## src/rtl/alu_pkg.sv

```systemverilog
// Shared opcode encodings, tag layout and legality check for the ALU and its arbiter.
package alu_pkg;

  localparam logic [3:0] OP_ADD = 4'b0000;
  localparam logic [3:0] OP_SUB = 4'b0001;
  localparam logic [3:0] OP_AND = 4'b1000;
  localparam logic [3:0] OP_OR  = 4'b1001;
  localparam logic [3:0] OP_XOR = 4'b1010;
  localparam logic [3:0] OP_NOT = 4'b1011;
  localparam logic [3:0] OP_SHR = 4'b1100;
  localparam logic [3:0] OP_SHL = 4'b1101;
  localparam logic [3:0] OP_ROR = 4'b1110;
  localparam logic [3:0] OP_ROL = 4'b1111;

  // Register stages inside alu from its inputs to O.
  localparam int ALU_LAT_DEFAULT = 2;

  // Per-operation bookkeeping carried alongside the ALU pipeline.
  typedef struct packed {
    logic valid;
    logic port;
    logic illegal;
  } tag_t;

  // Legal opcodes are 0000, 0001 and the whole 1xxx range.
  function automatic logic is_legal_op(input logic [3:0] op);
    if (op[3] == 1'b1) begin
      return 1'b1;
    end else if (op[2:1] == 2'b00) begin
      return 1'b1;
    end else begin
      return 1'b0;
    end
  endfunction

endpackage

```

## src/rtl/alu.sv

```systemverilog
// 8-bit ALU with registered inputs and LAT-1 registered result stages (LAT >= 2).
// No reset: outputs are only meaningful when the caller's tag says so.
module alu
  import alu_pkg::*;
#(
  parameter int LAT = ALU_LAT_DEFAULT
) (
  input  logic       ck,
  input  logic [7:0] A,
  input  logic [7:0] B,
  input  logic [3:0] CTR,
  output logic [7:0] O
);

  logic [7:0] a_r;
  logic [7:0] b_r;
  logic [3:0] ctr_r;
  logic [7:0] res_s;
  logic [7:0] pipe_r [LAT-1];

  // Input register stage.
  always_ff @(posedge ck) begin
    a_r   <= A;
    b_r   <= B;
    ctr_r <= CTR;
  end

  // Operation decode; illegal opcodes yield zero.
  always_comb begin
    res_s = 8'h00;
    case (ctr_r)
      OP_ADD:  res_s = a_r + b_r;
      OP_SUB:  res_s = a_r - b_r;
      OP_AND:  res_s = a_r & b_r;
      OP_OR:   res_s = a_r | b_r;
      OP_XOR:  res_s = a_r ^ b_r;
      OP_NOT:  res_s = ~a_r;
      OP_SHR:  res_s = {1'b0, a_r[7:1]};
      OP_SHL:  res_s = {a_r[6:0], 1'b0};
      OP_ROR:  res_s = {a_r[0], a_r[7:1]};
      OP_ROL:  res_s = {a_r[6:0], a_r[7]};
      default: res_s = 8'h00;
    endcase
  end

  // Result delay stages so O lands LAT edges after the inputs.
  always_ff @(posedge ck) begin
    pipe_r[0] <= res_s;
    for (int k = 1; k < LAT - 1; k++) begin
      pipe_r[k] <= pipe_r[k-1];
    end
  end

  assign O = pipe_r[LAT-2];

endmodule

```

## src/rtl/alu_arbiter.sv

```systemverilog
// Round-robin sharing of one alu between two requesters, with a tag pipeline
// that steers each result back to its issuer after a fixed latency.
module alu_arbiter
  import alu_pkg::*;
#(
  parameter int ALU_LAT = ALU_LAT_DEFAULT
) (
  input  logic       ck,
  input  logic       rst,
  input  logic       req0,
  input  logic       req1,
  input  logic [7:0] a0,
  input  logic [7:0] b0,
  input  logic [7:0] a1,
  input  logic [7:0] b1,
  input  logic [3:0] ctr0,
  input  logic [3:0] ctr1,
  output logic       gnt0,
  output logic       gnt1,
  output logic       rsp_valid0,
  output logic       rsp_valid1,
  output logic       rsp_err,
  output logic [7:0] rsp_data,
  output logic       busy
);

  logic       last_r;
  logic       gnt0_s;
  logic       gnt1_s;
  logic [7:0] nxt_a_s;
  logic [7:0] nxt_b_s;
  logic [3:0] nxt_ctr_s;
  tag_t       nxt_tag_s;
  logic [7:0] issue_a_r;
  logic [7:0] issue_b_r;
  logic [3:0] issue_ctr_r;
  tag_t       tag_r [ALU_LAT+1];
  logic [7:0] alu_o_s;
  logic       busy_s;

  // Grant: single requester wins outright; on conflict the port that did not go last wins.
  always_comb begin
    gnt0_s = 1'b0;
    gnt1_s = 1'b0;
    if (rst) begin
      gnt0_s = 1'b0;
      gnt1_s = 1'b0;
    end else if (req0 && req1) begin
      gnt0_s = last_r;
      gnt1_s = ~last_r;
    end else begin
      gnt0_s = req0;
      gnt1_s = req1;
    end
  end

  // Remember which port was granted most recently; reset favours port 0.
  always_ff @(posedge ck) begin
    if (rst) begin
      last_r <= 1'b1;
    end else if (gnt0_s) begin
      last_r <= 1'b0;
    end else if (gnt1_s) begin
      last_r <= 1'b1;
    end
  end

  // Select the granted operands and tag, or a NOP when nothing is accepted.
  always_comb begin
    nxt_a_s           = 8'h00;
    nxt_b_s           = 8'h00;
    nxt_ctr_s         = 4'b0000;
    nxt_tag_s.valid   = 1'b0;
    nxt_tag_s.port    = 1'b0;
    nxt_tag_s.illegal = 1'b0;
    if (gnt0_s) begin
      nxt_a_s           = a0;
      nxt_b_s           = b0;
      nxt_ctr_s         = ctr0;
      nxt_tag_s.valid   = 1'b1;
      nxt_tag_s.port    = 1'b0;
      nxt_tag_s.illegal = ~is_legal_op(ctr0);
    end else if (gnt1_s) begin
      nxt_a_s           = a1;
      nxt_b_s           = b1;
      nxt_ctr_s         = ctr1;
      nxt_tag_s.valid   = 1'b1;
      nxt_tag_s.port    = 1'b1;
      nxt_tag_s.illegal = ~is_legal_op(ctr1);
    end else begin
      nxt_a_s   = 8'h00;
      nxt_b_s   = 8'h00;
      nxt_ctr_s = 4'b0000;
    end
  end

  // Issue register feeding the alu inputs.
  always_ff @(posedge ck) begin
    if (rst) begin
      issue_a_r   <= 8'h00;
      issue_b_r   <= 8'h00;
      issue_ctr_r <= 4'b0000;
    end else begin
      issue_a_r   <= nxt_a_s;
      issue_b_r   <= nxt_b_s;
      issue_ctr_r <= nxt_ctr_s;
    end
  end

  // Tag pipeline: stage 0 parallels the issue register, last stage lines up with alu O.
  always_ff @(posedge ck) begin
    if (rst) begin
      for (int k = 0; k <= ALU_LAT; k++) begin
        tag_r[k] <= '{valid: 1'b0, port: 1'b0, illegal: 1'b0};
      end
    end else begin
      tag_r[0] <= nxt_tag_s;
      for (int k = 1; k <= ALU_LAT; k++) begin
        tag_r[k] <= tag_r[k-1];
      end
    end
  end

  alu #(
    .LAT (ALU_LAT)
  ) u_alu (
    .ck  (ck),
    .A   (issue_a_r),
    .B   (issue_b_r),
    .CTR (issue_ctr_r),
    .O   (alu_o_s)
  );

  // Any valid tag anywhere in the pipeline means work is in flight.
  always_comb begin
    busy_s = 1'b0;
    for (int k = 0; k <= ALU_LAT; k++) begin
      busy_s = busy_s | tag_r[k].valid;
    end
  end

  assign gnt0       = gnt0_s;
  assign gnt1       = gnt1_s;
  assign rsp_valid0 = tag_r[ALU_LAT].valid & ~tag_r[ALU_LAT].port;
  assign rsp_valid1 = tag_r[ALU_LAT].valid & tag_r[ALU_LAT].port;
  assign rsp_err    = tag_r[ALU_LAT].valid & tag_r[ALU_LAT].illegal;
  assign rsp_data   = alu_o_s;
  assign busy       = busy_s;

endmodule

```

## config.mk

```make
export PLATFORM = sky130hd
export DESIGN_NAME = alu_arbiter
export DESIGN_NICKNAME = d
export VERILOG_FILES = /design/src/rtl/alu_pkg.sv /design/src/rtl/alu.sv /design/src/rtl/alu_arbiter.sv
export SDC_FILE = /design/constraint.sdc
export NUM_CORES = 1
export LEC_CHECK = 0
export ABC_AREA = 1
export BUFFER_PORTS_ARGS = -buffer_cell sky130_fd_sc_hd__buf_2
export CORE_MARGIN = 8
export CORE_UTILIZATION = 40
export DETAILED_ROUTE_END_ITERATION = 12
export GPL_ROUTABILITY_DRIVEN = 1
export PLACE_DENSITY = 0.66
export REMOVE_ABC_BUFFERS = 1
export SYNTH_ARGS = -nofsm -noshare
export SYNTH_HDL_FRONTEND = slang
export SYNTH_HIERARCHICAL = 1
export SYNTH_SLANG_ARGS = --single-unit
```

## constraint.sdc

```tcl
create_clock -name ck -period 3.4 [get_ports ck]
set_input_delay 0.34 -clock ck [delete_from_list [all_inputs] [get_ports ck]]
set_output_delay 0.34 -clock ck [all_outputs]
set_load 0.1 [all_outputs]
```

**After elaboration in Yosys (flattened, before gate mapping)**

Memories as Yosys holds them, arrays and structs flattened.
Index checks and enable logic that the tools add are counted.

- Reductions and logical operators: 5
- Bitwise gates (word level): 16
- Add/subtract/negate cells: 2
- Equality and inequality tests: 9
- Muxes and demuxes: 28

Operator list:

| cell | number |
|---|---|
| one-hot mux 8 bit (10 select lines) | 1 |
| equality test 4 bit (second input constant) | 8 |
| 2-to-1 mux 8 bit | 4 |
| 2-to-1 mux 1 bit | 16 |
| 2-to-1 mux 3 bit | 5 |
| adder 8 bit | 1 |
| bitwise AND 8 bit | 1 |
| 2-to-1 mux 4 bit | 2 |
| NOT 8 bit | 1 |
| bitwise OR 8 bit | 1 |
| subtractor 8 bit | 1 |
| XOR 8 bit | 1 |
| bitwise OR 1 bit | 5 |
| equality test 4 x 1 -> 1 bit (second input constant) | 1 |
| logical NOT 2 bit | 2 |
| logical NOT 4 bit | 1 |
| NOT 1 bit | 4 |
| bitwise AND 1 bit | 3 |
| nonzero test 2 bit | 1 |
| logical AND 1 bit | 1 |

- Bits in writable memories: 17
- Bits of input ports: 44
- Register bits after elaboration: 41
- Memories kept: 2
- Word-level logic and storage cells: 69
- Output and inout port bits: 14

Memory list:

| memory | depth | bits a word | read ports | clocked after Yosys merged registers in | wr ports | line | source |
|---|---|---|---|---|---|---|---|
| tag_r | 3 | 3 | 3 | 0 | 3 | alu_arbiter.sv:37 | `tag_t tag_r [ALU_LAT+1];` |
| u_alu.pipe_r | 1 | 8 | 1 | 0 | 1 | alu.sv:19 | `logic [7:0] pipe_r [LAT-1];` |

**Logic depth before layout (Yosys ltp)**

Gate-level depths: netlist of the first run.

- Depth in word-level cells: 9
- Mapped depth: 16

**Modules after synthesis**

The synthesis of the first run kept the hierarchy.

Modules (own cells, without submodules):

| module | cells each | area an instance (sq um) | times used |
|---|---|---|---|
| alu | 238 | 1781.7 | 1 |
| alu_arbiter | 131 | 1119.8 | 1 |

**Worst setup path before layout of the first run**

Ideal clock, no wire load.

- Path kind: register to register
- Start point: reg u_alu.b_r[0]
- End point: mem u_alu.pipe_r[0][5]
- Buffers on the path: 0
- Slack: 1.420 ns
- Period minus slack after synthesis: 1.980 ns
- Required time: 3.283 ns
- Cell stages (with the launch flop): 14
- Arrival: 1.863 ns
- Setup time: 0.117 ns
- Cells stage by stage: dfxtp_1 -> inv_1 -> ha_1 -> inv_1 -> nor3_1 -> nor2_1 -> xor2_1 -> ha_1 -> nand2_1 -> or2_2 -> nand3_1 -> nand2_1 -> nand3_1 -> nand2_1

- Longest elaborated chain between the ends: 2
- Elaborated cells between the ends (all ways): 3
- Classes of those cells: add/sub: 2; mux: 1

RTL lines:

| item | line | source |
|---|---|---|
| start: declaration | alu.sv:16 | `logic [7:0] b_r;` |
| start signal: assignment | alu.sv:24 | `b_r <= B;` |
| subtractor 8 bit or adder 8 bit (tied branches) | alu.sv:33, alu.sv:32 |  |
| one-hot mux 8 bit (10 select lines) * | alu.sv:31 | `case (ctr_r)` |
| via u_alu.res_s[5] | alu.sv:18 | `logic [7:0] res_s;` |
| end: declaration | alu.sv:19 |  |

The timed path passes the listed nets; every way through them passes the cells marked *.

**Worst setup path after layout of the first run**

- Start point: reg u_alu.ctr_r[0]
- End point: mem u_alu.pipe_r[0][5]

- Longest elaborated chain between the ends: 2
- Elaborated cells between the ends (all ways): 11
- Classes of those cells: eq/ne: 9; mux: 1; reduce/logical: 1

RTL lines:

| item | line | source |
|---|---|---|
| start: declaration | alu.sv:17 | `logic [3:0] ctr_r;` |
| start signal: assignment | alu.sv:25 | `ctr_r <= CTR;` |
| equality test 4 bit, or another cell as far along | alu.sv:31 |  |
| one-hot mux 8 bit (10 select lines) * | alu.sv:31 |  |
| via u_alu.res_s[5] | alu.sv:18 |  |

Marks and branches as above.

==> results of run 1 <==
## synth_stat cells
library cell,n
a211oi_1,1
a21oi_1,9
a31oi_1,2
buf_6,5
dfxtp_1,58
fa_1,1
ha_1,24
inv_1,73
inv_2,4
nand2_1,70
nand2_2,1
nand2_4,1
nand2_8,1
nand3_1,21
nand3_2,1
nand4_1,7
nor2_1,23
nor2_2,3
nor2_4,1
nor3_1,7
nor3_4,1
o2111ai_1,1
o211ai_2,1
o21ai_0,16
o21ai_1,7
o21ai_2,17
o21bai_1,1
o22ai_1,4
or2_2,2
xnor2_1,1
xor2_1,5
## layer usage
layer	vias to the layer above	global-route usage [%]	wire length, µm
met5	-	0	0
met4	0	6.529	136
met3	12	4.467	356
met1	1062	15.57	2999
met2	70	22.52	3032
li1	1292	-	-
## worst max-delay path by stage
stage	slack [ns]	startpoint	to
detailed placement	1.23	u_alu/ctr_r[0]$_DFF_P_	u_alu/pipe_r[0][5]$_DFF_P_
CTS	1.21	u_alu/ctr_r[0]$_DFF_P_	u_alu/pipe_r[0][5]$_DFF_P_
global placement	1.27	u_alu/b_r[0]$_DFF_P_	u_alu/pipe_r[0][5]$_DFF_P_
floorplan	1.18	last_r$_SDFFE_PP1P_	gnt0
finish	1.21	u_alu/ctr_r[0]$_DFF_P_	u_alu/pipe_r[0][5]$_DFF_P_
global route	0.92	u_alu/b_r[0]$_DFF_P_	u_alu/pipe_r[0][7]$_DFF_P_
## cell families after synthesis
| group | count (synthesis) |
|---|---|
| xor+xnor | 6 |
| fa+ha+maj | 25 |
| simple gates | 139 |
| buf+inv | 82 |
| compound gates | 59 |
| flops | 58 |
## per-stage QoR
stage / hold slack (ns) / cells / worst slack (ns) / area (µm²)
6_report: 0.2035 / 537 / 1.207 / 3481
4_1_cts: 0.1869 / 537 / 1.210 / 3481
2_1_floorplan: 0.3096 / 364 / 1.178 / 2845
3_3_place_gp: 0.3113 / 521 / 1.271 / 3262
3_5_place_dp: 0.3121 / 521 / 1.230 / 3262
5_1_grt: 0.1980 / 537 / 0.9231 / 3481
## registers in the layout, indices dropped and copies added (netlist names)
signal	flops
u_alu/a_r	8
u_alu/b_r	8
issue_b_r	8
u_alu/ctr_r	4
last_r	1
u_alu/pipe_r	8
issue_ctr_r	4
tag_r	9
issue_a_r	8
## worst max-delay path, stage by stage (launching register included)
cell,delay (ns)
dfxtp_1,0.41
inv_2,0.07
nor2_2,0.11
nand3_2,0.17
inv_1,0.13
nor2_1,0.06
xor2_1,0.15
ha_1,0.34
nand2_1,0.10
or2_2,0.32
nand3_1,0.07
nand2_1,0.05
nand3_1,0.06
nand2_1,0.05
## where the power goes
group	internal [W]	leakage (nW)	switching (W)	total (W)
clock network	0.000430	0.109	0.000267	0.000697
registers	0.000746	0.480	0.0000327	0.000779
logic	0.000143	1.20	0.000425	0.000568
## layout by cell type, fill, tap and decap left out, types with 5 or more instances in the layout
cell / count
inv_1: 73
a21oi_1: 9
nand2_1: 70
xor2_1: 5
o21ai_0: 16
dfxtp_1: 58
o21ai_2: 17
nor2_1: 23
clkbuf_8: 10
o21ai_1: 7
nor3_1: 7
nand3_1: 21
nand4_1: 7
buf_2: 57
ha_1: 24
## area by class of cell
type | count | share of cell area, %
Clock buffer | 11 | 4.062
Timing Repair Buffer | 58 | 8.411
Sequential cell | 58 | 33.36
Tap cell | 99 | 3.559
Inverter | 77 | 8.303
Multi-Input combinational cell | 229 | 40.08
Clock inverter | 5 | 2.229
==> impl.org, run 1 <==
** Outcome
- Run status :: finished, final reports clean

** Timing
- Setup repair after global routing missed its margin :: false
- The worst path uses 64.51% of the clock period.
- Final critical-path required period :: 2.193 ns
- Total negative setup slack :: 0 ns
- For the final database, setup skew stands at 0.008206 ns.
- Headroom to the max-slew limit came out at 53.24%.
- The final hold violation count is 0.
- Achievable frequency :: 455.9 MHz
- Final count of negative-setup-slack endpoints :: 0
- At the pin with the least slew margin, the transition time is 0.7006 ns.
- Number of pins exceeding their max-slew limit in the final report :: 0

** Worst setup path
- Kind of start point of the critical path :: register
- Maximum fanout encountered on the critical timing path :: 7
- STA classifies the critical path endpoint as a register.
- Setup slack of the worst register-to-register path :: 1.21 ns
- The worst register-to-register path begins at u_alu/ctr_r[0]$_DFF_P_.
- Critical Setup Path Class :: register to register
- Arrival time of data at the critical path endpoint :: 2.41 ns
- Reg2reg end :: u_alu/pipe_r[0][5]$_DFF_P_
- Worst EP required :: 3.62 ns
- Counting cells, the worst reg-to-reg path comes to 13.

** Detailed routing
- Wire length reported by the detailed router :: 6524 µm
- The first routing iteration left 170 violations.
- Routed wire length per instance :: 12.15 µm
- For this block, the via count after detailed routing is 2436.
- Dividing the detail-routed via count by the number of cells gives 4.536.
- The first detailed-routing pass ran for 4 iterations.
- Detail Route Antenna Nets :: 0
- In the routed design, unresolved DRC markers number 0.

** Cells and area
- The number of antenna diodes in the final layout is 0.
- The area growth from synthesis to layout is 19.97%.
- Final net count :: 502
- Number of filler instances in the final layout :: 740
- In the final layout, the multi-input gates occupy 1395 µm².
- Across the whole layout, storage elements account for 1161 µm².
- Measured on the finished design, the core utilization comes to 48.77%.
- Layout cell share with drive strength beyond 1 :: 24.20%

** Pwr
- Final total power :: 0.002044 W
- Max VDD drop :: 0.0002783 V
- For this design the ratio of total power to cell area is 587.1 nW/µm².
- Static leakage :: 1.787 nW

** GRT
- GRT Util Overall :: 13.65%
- Entering global routing, the biggest net connects 23 pins.
- The total overflow left after global routing is 0.
- The initial antenna violation count was 0.
- The number of global-route vias before repair was 2426.
- The first global-routing pass estimated 10850 µm of wire.

** Worst hold path
- The worst hold path was traced through 3 stages.
- Hold Path End :: issue_b_r[2]$_SDFF_PP0_
- In this run the worst hold path is classified as primary input to register.
- Worst Hold Launch :: b1[2]

** Yosys
- Synthesized-area fraction occupied by adder cells :: 11.04%
- Multiplexer share of the synthesized area :: 0%
- After synthesis the cells add up to 2902 µm².
- Syn Inst Count :: 369
- Library cell occupying the most area in the post-synthesis netlist :: dfxtp_1
- Yosys printed 6 warnings.
- After Yosys synthesis, XOR and XNOR cells account for 1.811% of the synthesized area.
- Register bit count reported by yosys :: 58
- Counting distinct cell types in the post-synthesis netlist gives 31.
- After synthesis, the mean cell area works out to 7.863 µm².
- Dominant combinational cell family by area after synthesis :: simple AND/OR/NAND/NOR gates
- The synthesized netlist devotes 13.20% of its cell area to compound gates.
- Sorting the synthesized cells by area gives the leading types as dfxtp_1, ha_1, inv_1.
- The synthesized netlist devotes 22.04% of its cell area to simple gates.
- For this run, the register share of the synthesized area comes to 40.02%.
- The synthesized design devotes to its leading area cell type 40.02% of total area.

** Floorplan
- Die Ht :: 101.2 µm
- Core area :: 7137 µm²
- For this design the top-level I/O count stands at 58.
- The floorplan step defined a die boundary enclosing 10240 µm².
- Standard-cell row count :: 31
- Initial Utilization :: 40.66%
- The die is 101.2 µm wide.

** Clock network
- Number of hold buffers added after CTS :: 0
- In this run, post-CTS repair resized a total of 0 instances.
- The H-tree was split into 3 levels.
- TritonCTS built the clock tree.
- For the worst-skew pair, the clock arrives at the later sink with an insertion delay of 0.33 ns.
- Counting along the longest clock path gives a buffer depth of 2.
- After clock tree synthesis, the clock-pin slew on the worst setup and hold paths is 0.06 ns.
- # clock sinks :: 58
- Clock tree root buffer cell :: clkbuf_8
- Post-CTS setup-driven buffer insertion count :: 0
- CTS buffer count :: 9

** Place
- Last weighted congestion value of the routability-driven placer :: 0.8881
- DP HPWL :: 5081 µm
- In this run the tool buffered the top-level ports with 57 buffer cells.

** Flow run
- Across the run, the number of max-cap violations was 0.
Note: power is estimated with default switching activity, not from simulation.
==> inputs of run 2 (changes only) <==
==> constraint.sdc (replaced) <==
create_clock -name ck -period 2.1 [get_ports ck]
set_input_delay 0.21 -clock ck [delete_from_list [all_inputs] [get_ports ck]]
set_output_delay 0.21 -clock ck [all_outputs]
set_load 0.1 [all_outputs]
==> run 2 against run 1 <==
Core utilization is 2.5 points higher. Clock power rose by 48%. Total power grew 62%. Combinational power grew 81%. Wire length is 1.1% higher. Design area grew 5.1%. Largest cell class unchanged. Critical path type unchanged. Sequential power grew 62%.
==> impl.org, run 2 (synthesis results as in run 1) <==
** Floorplan
- Die W :: 101.2 µm
- The initial utilization of the core area, before any placement, comes to 40.66%.
- Number of I/O pins :: 58
- The floorplan step defined a die boundary enclosing 10240 µm².
- Standard-cell row count :: 31
- Core area :: 7137 µm²
- Die Ht :: 101.2 µm

** GRT
- The number of global-route vias before repair is 2606.
- Global-route wire length before repair :: 10730 µm
- Number of antenna violations at the first check in global routing :: 0
- Maximum number of pins on one net before global-route repair :: 22
- In the global route stage, overall resource usage came out at 13.35%.
- Total global routing overflow :: 0

** Detailed routing
- The count of nets left with antenna violations once routing finished came out at 0.
- The detailed router finished its first iteration with 68 violations.
- After detailed routing, the average wire length per cell comes to 11.97 µm.
- Before antenna repair, the detailed router went through 4 iterations.
- Via count :: 2532
- For this run, design rule violations remaining after detail routing come to 0.
- In the routed layout, each cell is associated on average with a via count of 4.595.
- Wire length reported by the detailed router :: 6595 µm

** Place
- Prior to clock tree synthesis, the placed netlist has a worst setup slack of -0.03876 ns.
- Input/output buffers :: 57
- Last weighted congestion value of the routability-driven placer :: 0.8661
- Detailed placement ended at an HPWL of 5143 µm.
- After detailed placement, the total cell area comes to 3352 µm².
- Placed cells :: 531

** Outcome
- Run status :: finished, final reports clean

** Timing
- Setup repair after global routing missed its margin :: true
- The smallest clock period supported by the final layout is computed as 2.031 ns.
- Setup violations remaining at the end of the flow were counted as 0.
- Portion of the clock cycle consumed by the worst path in the final layout :: 96.71%
- Slew headroom :: 54.27%
- Number of endpoints with negative hold slack in the final report :: 0
- Static timing analysis puts the maximum clock frequency at 492.4 MHz.
- For the final routed database, the setup TNS stands at 0 ns.
- Transition time of the tightest slew-check pin :: 0.6853 ns
- The number of pins with negative max-slew slack in the final report came to 0.
- On the final layout, the worst clock skew is 0.007753 ns.
- Worst setup margin :: 0.06900 ns

** Cells and area
- Layout cell share with drive strength beyond 1 :: 30.75%
- Antenna diode instance count :: 0
- Relative to the synthesized area, the layout overhead comes to 26.05%.
- For this run, the number of standard cells in the final layout without fillers is 551.
- Leaving out fill and tap cells, the most frequent cells in the layout are inv_1, nand2_1, buf_2, dfxtp_1, nor2_1.
- The register with the most flip-flops in the layout has 9 of them.
- With fillers left out, the area of the finished cells amounts to 3657 µm².
- Largest register by flop count :: tag_r
- Final net count :: 516

** Worst setup path
- Counting both buffers and inverters, the worst setup path holds a total of 4.
- Arrival time of data at the critical path endpoint :: 2.25 ns
- Largest delay share family, worst path :: simple AND/OR/NAND/NOR gates
- Traced cell by cell, the critical path runs through inv_2 -> ha_4 -> inv_2 -> nor3_4 -> nor2_1 -> xor2_1 -> ha_1 -> buf_6 -> nand2_1 -> inv_2 -> nand4_1 -> nand3_1 -> nand2_1 -> nand3_1 -> nand3_1.
- Among all stages on the critical path, the largest delay is contributed by ha_1.
- Kind of start point of the critical path :: register
- Crit. End Element :: register
- Worst EP required :: 2.32 ns
- Crit-path max cell delay :: 0.36 ns
- Along the worst path, the maximum fanout reaches 4.
- The setup path with the least slack is of type register to register.

** Pwr
- Pwr Density :: 906.0 nW/µm²
- Max VDD drop :: 0.0004049 V
- Static leakage :: 1.854 nW

** Flow run
- Max-cap viol count :: 0

** Worst hold path
- The tightest min-delay check is of the primary input to register type.

** Clock network
- The clock passes through at most 2 buffers.
- After clock tree synthesis, the clock-pin slew on the worst setup and hold paths is 0.07 ns.
- The H-tree generated during clock tree synthesis spans 3 levels.
- CTS tree :: done
- CTS buffer count :: 9
- # clock sinks :: 58
- Clk_lat worst skew :: 0.33 ns
- CTS placed an instance of clkbuf_8 at the clock tree root.
-- run 2: cell count changes in the layout (fill, tap and decap cells not counted), sizes merged --
cell and delta:
bufinv -1, clkbuf -1, buf +14, clkinvlp +2
-- run 2: metal layers --
metal	vias up	track usage [%]	wire length [µm]
li1	1317	-	-
met1	1132	14.62	3032
met2	68	22.82	3107
met3	15	3.849	274
met4	0	7.216	180
met5	-	0	0
-- run 2: final cells by class --
class | count | area (µm²)
Clock inverter | 6 | 66.31
Fill cell | 715 | 3480
Tap cell | 99 | 123.9
Clock buffer | 10 | 137.6
Timing Repair Buffer | 72 | 416.7
Multi-Input combinational cell | 229 | 1458
Inverter | 77 | 289.0
Sequential cell | 58 | 1166
-- run 2: repair_timing --
action,in CTS,in global routing
setup buffers,0,4
hold buffers,0,0
pin swaps,0,18
resized for setup,1,25
setup endpoints to repair,2,5
-- run 2: path summary, 6_finish.rpt --
check                     startpoint                         end  slack (ns)  cells past startpoint
max             u_alu/b_r[0]$_DFF_P_  u_alu/pipe_r[0][6]$_DFF_P_        0.07                     15
min                            b1[6]     issue_b_r[6]$_SDFF_PP0_        0.07                      3
max reg2reg     u_alu/b_r[0]$_DFF_P_  u_alu/pipe_r[0][6]$_DFF_P_        0.07                     15
min reg2reg  issue_b_r[2]$_SDFF_PP0_        u_alu/b_r[2]$_DFF_P_        0.32                      0
-- run 2: worst min-delay path, stage by stage --
cell and delay (ns):
buf_2 0.07, nand2_1 0.05, o21ai_2 0.04
-- run 2: stage by stage --
stage	hold WS [ns]	power [W]	utilization, %
5_1_grt	0.05838	0.003494	51.24
3_5_place_dp	0.3121	0.002243	46.97
6_report	0.07088	0.003313	51.24
4_1_cts	0.05243	0.003287	49.89
3_3_place_gp	0.3098	0.002224	46.97
2_1_floorplan	0.2812	0.002013	-
-- run 2: where the power goes --
| part | switching [W] | internal, W | leakage (nW) |
|---|---|---|---|
| Sequential | 0.0000490 | 0.00121 | 0.481 |
| Combinational | 0.000730 | 0.000298 | 1.28 |
| Clock | 0.000449 | 0.000579 | 0.0945 |
==> inputs of run 3 (changes only) <==
--- a/config.mk
+++ b/config.mk
@@ -9,6 +9,7 @@
 export BUFFER_PORTS_ARGS = -buffer_cell sky130_fd_sc_hd__buf_2
 export CORE_MARGIN = 8
 export CORE_UTILIZATION = 40
+export CTS_BUF_LIST = sky130_fd_sc_hd__clkbuf_2
 export DETAILED_ROUTE_END_ITERATION = 12
 export GPL_ROUTABILITY_DRIVEN = 1
 export PLACE_DENSITY = 0.66
==> run 3 against run 2 <==
Clock skew increased by 0.011 ns. Setup slack got worse by 0.0028 ns. Sequential cell count unchanged. Total power decreased by 8.3%. Sequential share of layout area decreased by 2.6 points. Via count increased by 7.3%. Critical path depth unchanged. Non-clock buffer count increased by 41. Core utilization increased by 4.5 points. Hold slack got worse by 0.0077 ns. Critical path type unchanged. Highest routed layer unchanged.
==> impl.org, run 3 (synthesis results as in run 1) <==
** Cells and area
- Post-layout instance area :: 3978 µm²
- In the final layout, flip-flops and latches occupy 1165 µm².
- Fill cells in the final layout number 676.
- Compared with the post-synthesis result, the final layout area differs by 37.08%.
- The library cell used most frequently in the layout, excluding fill and tap cells, is nand2_1.
- Commonest non-fill, non-tap cells in the layout :: nand2_1, inv_1, buf_2, dfxtp_1, dlygate4sd3_1
- Final net count :: 557
- The register with the most flip-flops in the layout has 9 of them.
- Antenna diode instance count :: 0
- Summing all multi-input logic gate instances after layout gives 1455 µm².
- The register with the most flip-flops in the final layout is tag_r.
- The post-route netlist has 27.38% of its cells at a drive strength greater than 1.

** Worst setup path
- The worst setup path is of the register to register kind.
- Crit-path max cell delay :: 0.37 ns
- The worst register-to-register path has a depth of 15.
- The worst register-to-register path ends at u_alu/pipe_r[0][6]$_DFF_P_.
- At the worst endpoint, the arrival time is 2.42 ns.
- STA classifies the critical path startpoint as a register.
- Among all stages on the critical path, the largest delay is contributed by ha_1.
- The number of buffers and inverters on the critical path is 4.
- In this run the worst path has a maximum fanout of 4.
- Crit. End Element :: register
- Chain of cells forming the critical path :: inv_2 -> ha_4 -> inv_2 -> nor3_4 -> nor2_1 -> xor2_1 -> ha_1 -> buf_6 -> nand2_1 -> inv_2 -> nand4_1 -> nand3_1 -> nand2_1 -> nand3_1 -> nand3_1
- The startpoint identified for the worst register-to-register timing path is u_alu/b_r[0]$_DFF_P_.
- Data on the critical path is required at its endpoint by 2.49 ns.
- Largest delay share family, worst path :: simple AND/OR/NAND/NOR gates
- The setup check on the worst reg-to-reg path leaves a slack of 0.07 ns.

** Detailed routing
- Wires add up to 7082 µm.
- The first routing iteration left 141 violations.
- Met1 routed wirelength after detailed routing :: 2997 µm
- Top sig layer :: met4
- Detailed routing placed a total of 409 µm of wire on met3.
- After detailed routing, the average wire length per cell comes to 11.96 µm.
- Detail Route Antenna Nets :: 0
- In the routed design, unresolved DRC markers number 0.
- The first detailed-routing pass took 4 iterations.
- In the routed layout, each cell is associated on average with a via count of 4.590.
- Via count :: 2717
- After detailed routing, the met2 layer carries 3576 µm of wire.

** Timing
- Final critical-path required period :: 2.034 ns
- Static timing analysis puts the maximum clock frequency at 491.7 MHz.
- Setup violations remaining at the end of the flow were counted as 0.
- Transition time of the tightest slew-check pin :: 0.6667 ns
- Slew headroom :: 55.51%
- Worst setup skew after layout :: 0.01875 ns
- Across all setup checks in the final design, the least slack found is 0.06623 ns.
- The final critical path takes up 96.85% of the cycle.
- The number of pins with negative max-slew slack in the final report was 0.
- The final hold violation count was 0.
- Setup repair after global routing could not meet its margin everywhere.

** Floorplan
- After floorplanning, the core was sized to cover 7137 µm².
- For this design the top-level I/O count stands at 58.
- Area of the die :: 10240 µm²
- Die W :: 101.2 µm
- After floorplanning, the core was divided into 31 placement rows.
- The die is 101.2 µm tall.
- Initial Utilization :: 40.66%

** GRT
- Total global routing overflow :: 0
- The initial antenna violation count is 0.
- Number of global-route vias before repair :: 2816
- The first global-routing pass estimated 11670 µm of wire.
- Global routing consumed, over all layers together, 14.58% of the routing resources.
- Maximum number of pins on one net before global-route repair :: 22

** Clock network
- Clock-pin slew was measured on the worst setup and hold paths at 0.17 ns.
- CTS tree :: done
- CTS H-Tree Depth :: 3
- Clock latency on the worst-skew pair, taken at its later pin, is 0.48 ns.
- The clock passes through at most 2 buffers.
- Buffers inserted during clock tree synthesis total 9.
- # clock sinks :: 58
- Clock tree synthesis selected as its root buffer the cell clkbuf_2.

** Pwr
- The analysis attributes to cell leakage a power of 2.028 nW.
- For this design the ratio of total power to cell area is 763.8 nW/µm².
- Max VDD drop :: 0.0003849 V

** Place
- After detailed placement, the total cell area comes to 3352 µm².
- The congestion estimate from routability-driven global placement came to 0.8661.
- DP HPWL :: 5143 µm
- Setup slack after placement :: -0.03876 ns
- In this run the tool buffered the top-level ports with 57 buffer cells.

** Flow run
- Max-cap viol count :: 0

** Worst hold path
- The path with the worst hold slack has its endpoint at tag_r[0][0]$_SDFF_PP0_.
- In this run the worst hold path is classified as primary input to register.
- The worst hold path passes through 4 cells.
- In this run the most critical hold path is launched from ctr0[3].

** Outcome
- Run status :: finished, final reports clean
run 3: changes by cell type in the layout (fill, tap and decap cells not counted), sizes merged:
cell and change:
clkinv +1, buf -1, dlygate4sd3 +42, clkbuf -1
run 3: worst max-delay path by stage:
stage,cells after the start,startpoint,slack (ns),to
CTS,16,u_alu/b_r[0]$_DFF_P_,0.03,u_alu/pipe_r[0][7]$_DFF_P_
finish,15,u_alu/b_r[0]$_DFF_P_,0.07,u_alu/pipe_r[0][6]$_DFF_P_
global route,16,u_alu/b_r[0]$_DFF_P_,-0.12,u_alu/pipe_r[0][7]$_DFF_P_
detailed placement,16,u_alu/b_r[0]$_DFF_P_,-0.04,u_alu/pipe_r[0][7]$_DFF_P_
floorplan,4,last_r$_SDFFE_PP1P_,0.008,gnt0
global placement,13,u_alu/b_r[0]$_DFF_P_,0.02,u_alu/pipe_r[0][5]$_DFF_P_
run 3: final cells by class:
class | instances | share of cell area, %
timing repair buffer | 113 | 20.86
multi-input combinational | 229 | 36.58
clock buffer | 9 | 1.132
sequential | 58 | 29.29
inverter | 77 | 7.266
tap | 99 | 3.114
clock inverter | 7 | 1.762
run 3: stage by stage:
| step | util [%] | power, W | cells | setup TNS [ns] | hold WS (ns) |
|---|---|---|---|---|---|
| finish | 55.73 | 0.003038 | 592 | 0 | 0.06318 |
| global route | 55.73 | 0.003227 | 592 | -0.2146 | 0.006833 |
| CTS | 54.54 | 0.003015 | 589 | 0 | 0.03081 |
| detailed placement | 46.97 | 0.002243 | 531 | -0.07010 | 0.3121 |
| global placement | 46.97 | 0.002224 | 531 | 0 | 0.3098 |
| floorplan | - | 0.002013 | 364 | 0 | 0.2812 |
run 3: power by group:
group | switching [W] | internal, W
Clock | 0.000428 | 0.000269
Combinational | 0.000736 | 0.000348
Sequential | 0.0000488 | 0.00121
Total | 0.00121 | 0.00183
run 3: per-layer routing:
metal	vias up	track usage [%]
met5	-	0
met4	0	5.498
met3	10	5.155
met2	68	26.57
met1	1234	14.91
li1	1405	-
run 3: what timing repair did:
item                                   in CTS  in global routing
pin swaps                                   0                 16
buffers inserted                            0                  3
hold buffers                               42                  0
gates resized for setup                     1                 23
endpoints found under the hold margin      30                  0
setup endpoints to repair                   2                  5
run 3: tightest hold or removal path, stage by stage:
cell and delay, ns:
buf_2 0.08, inv_1 0.05, o21ai_0 0.10, o21ai_2 0.07
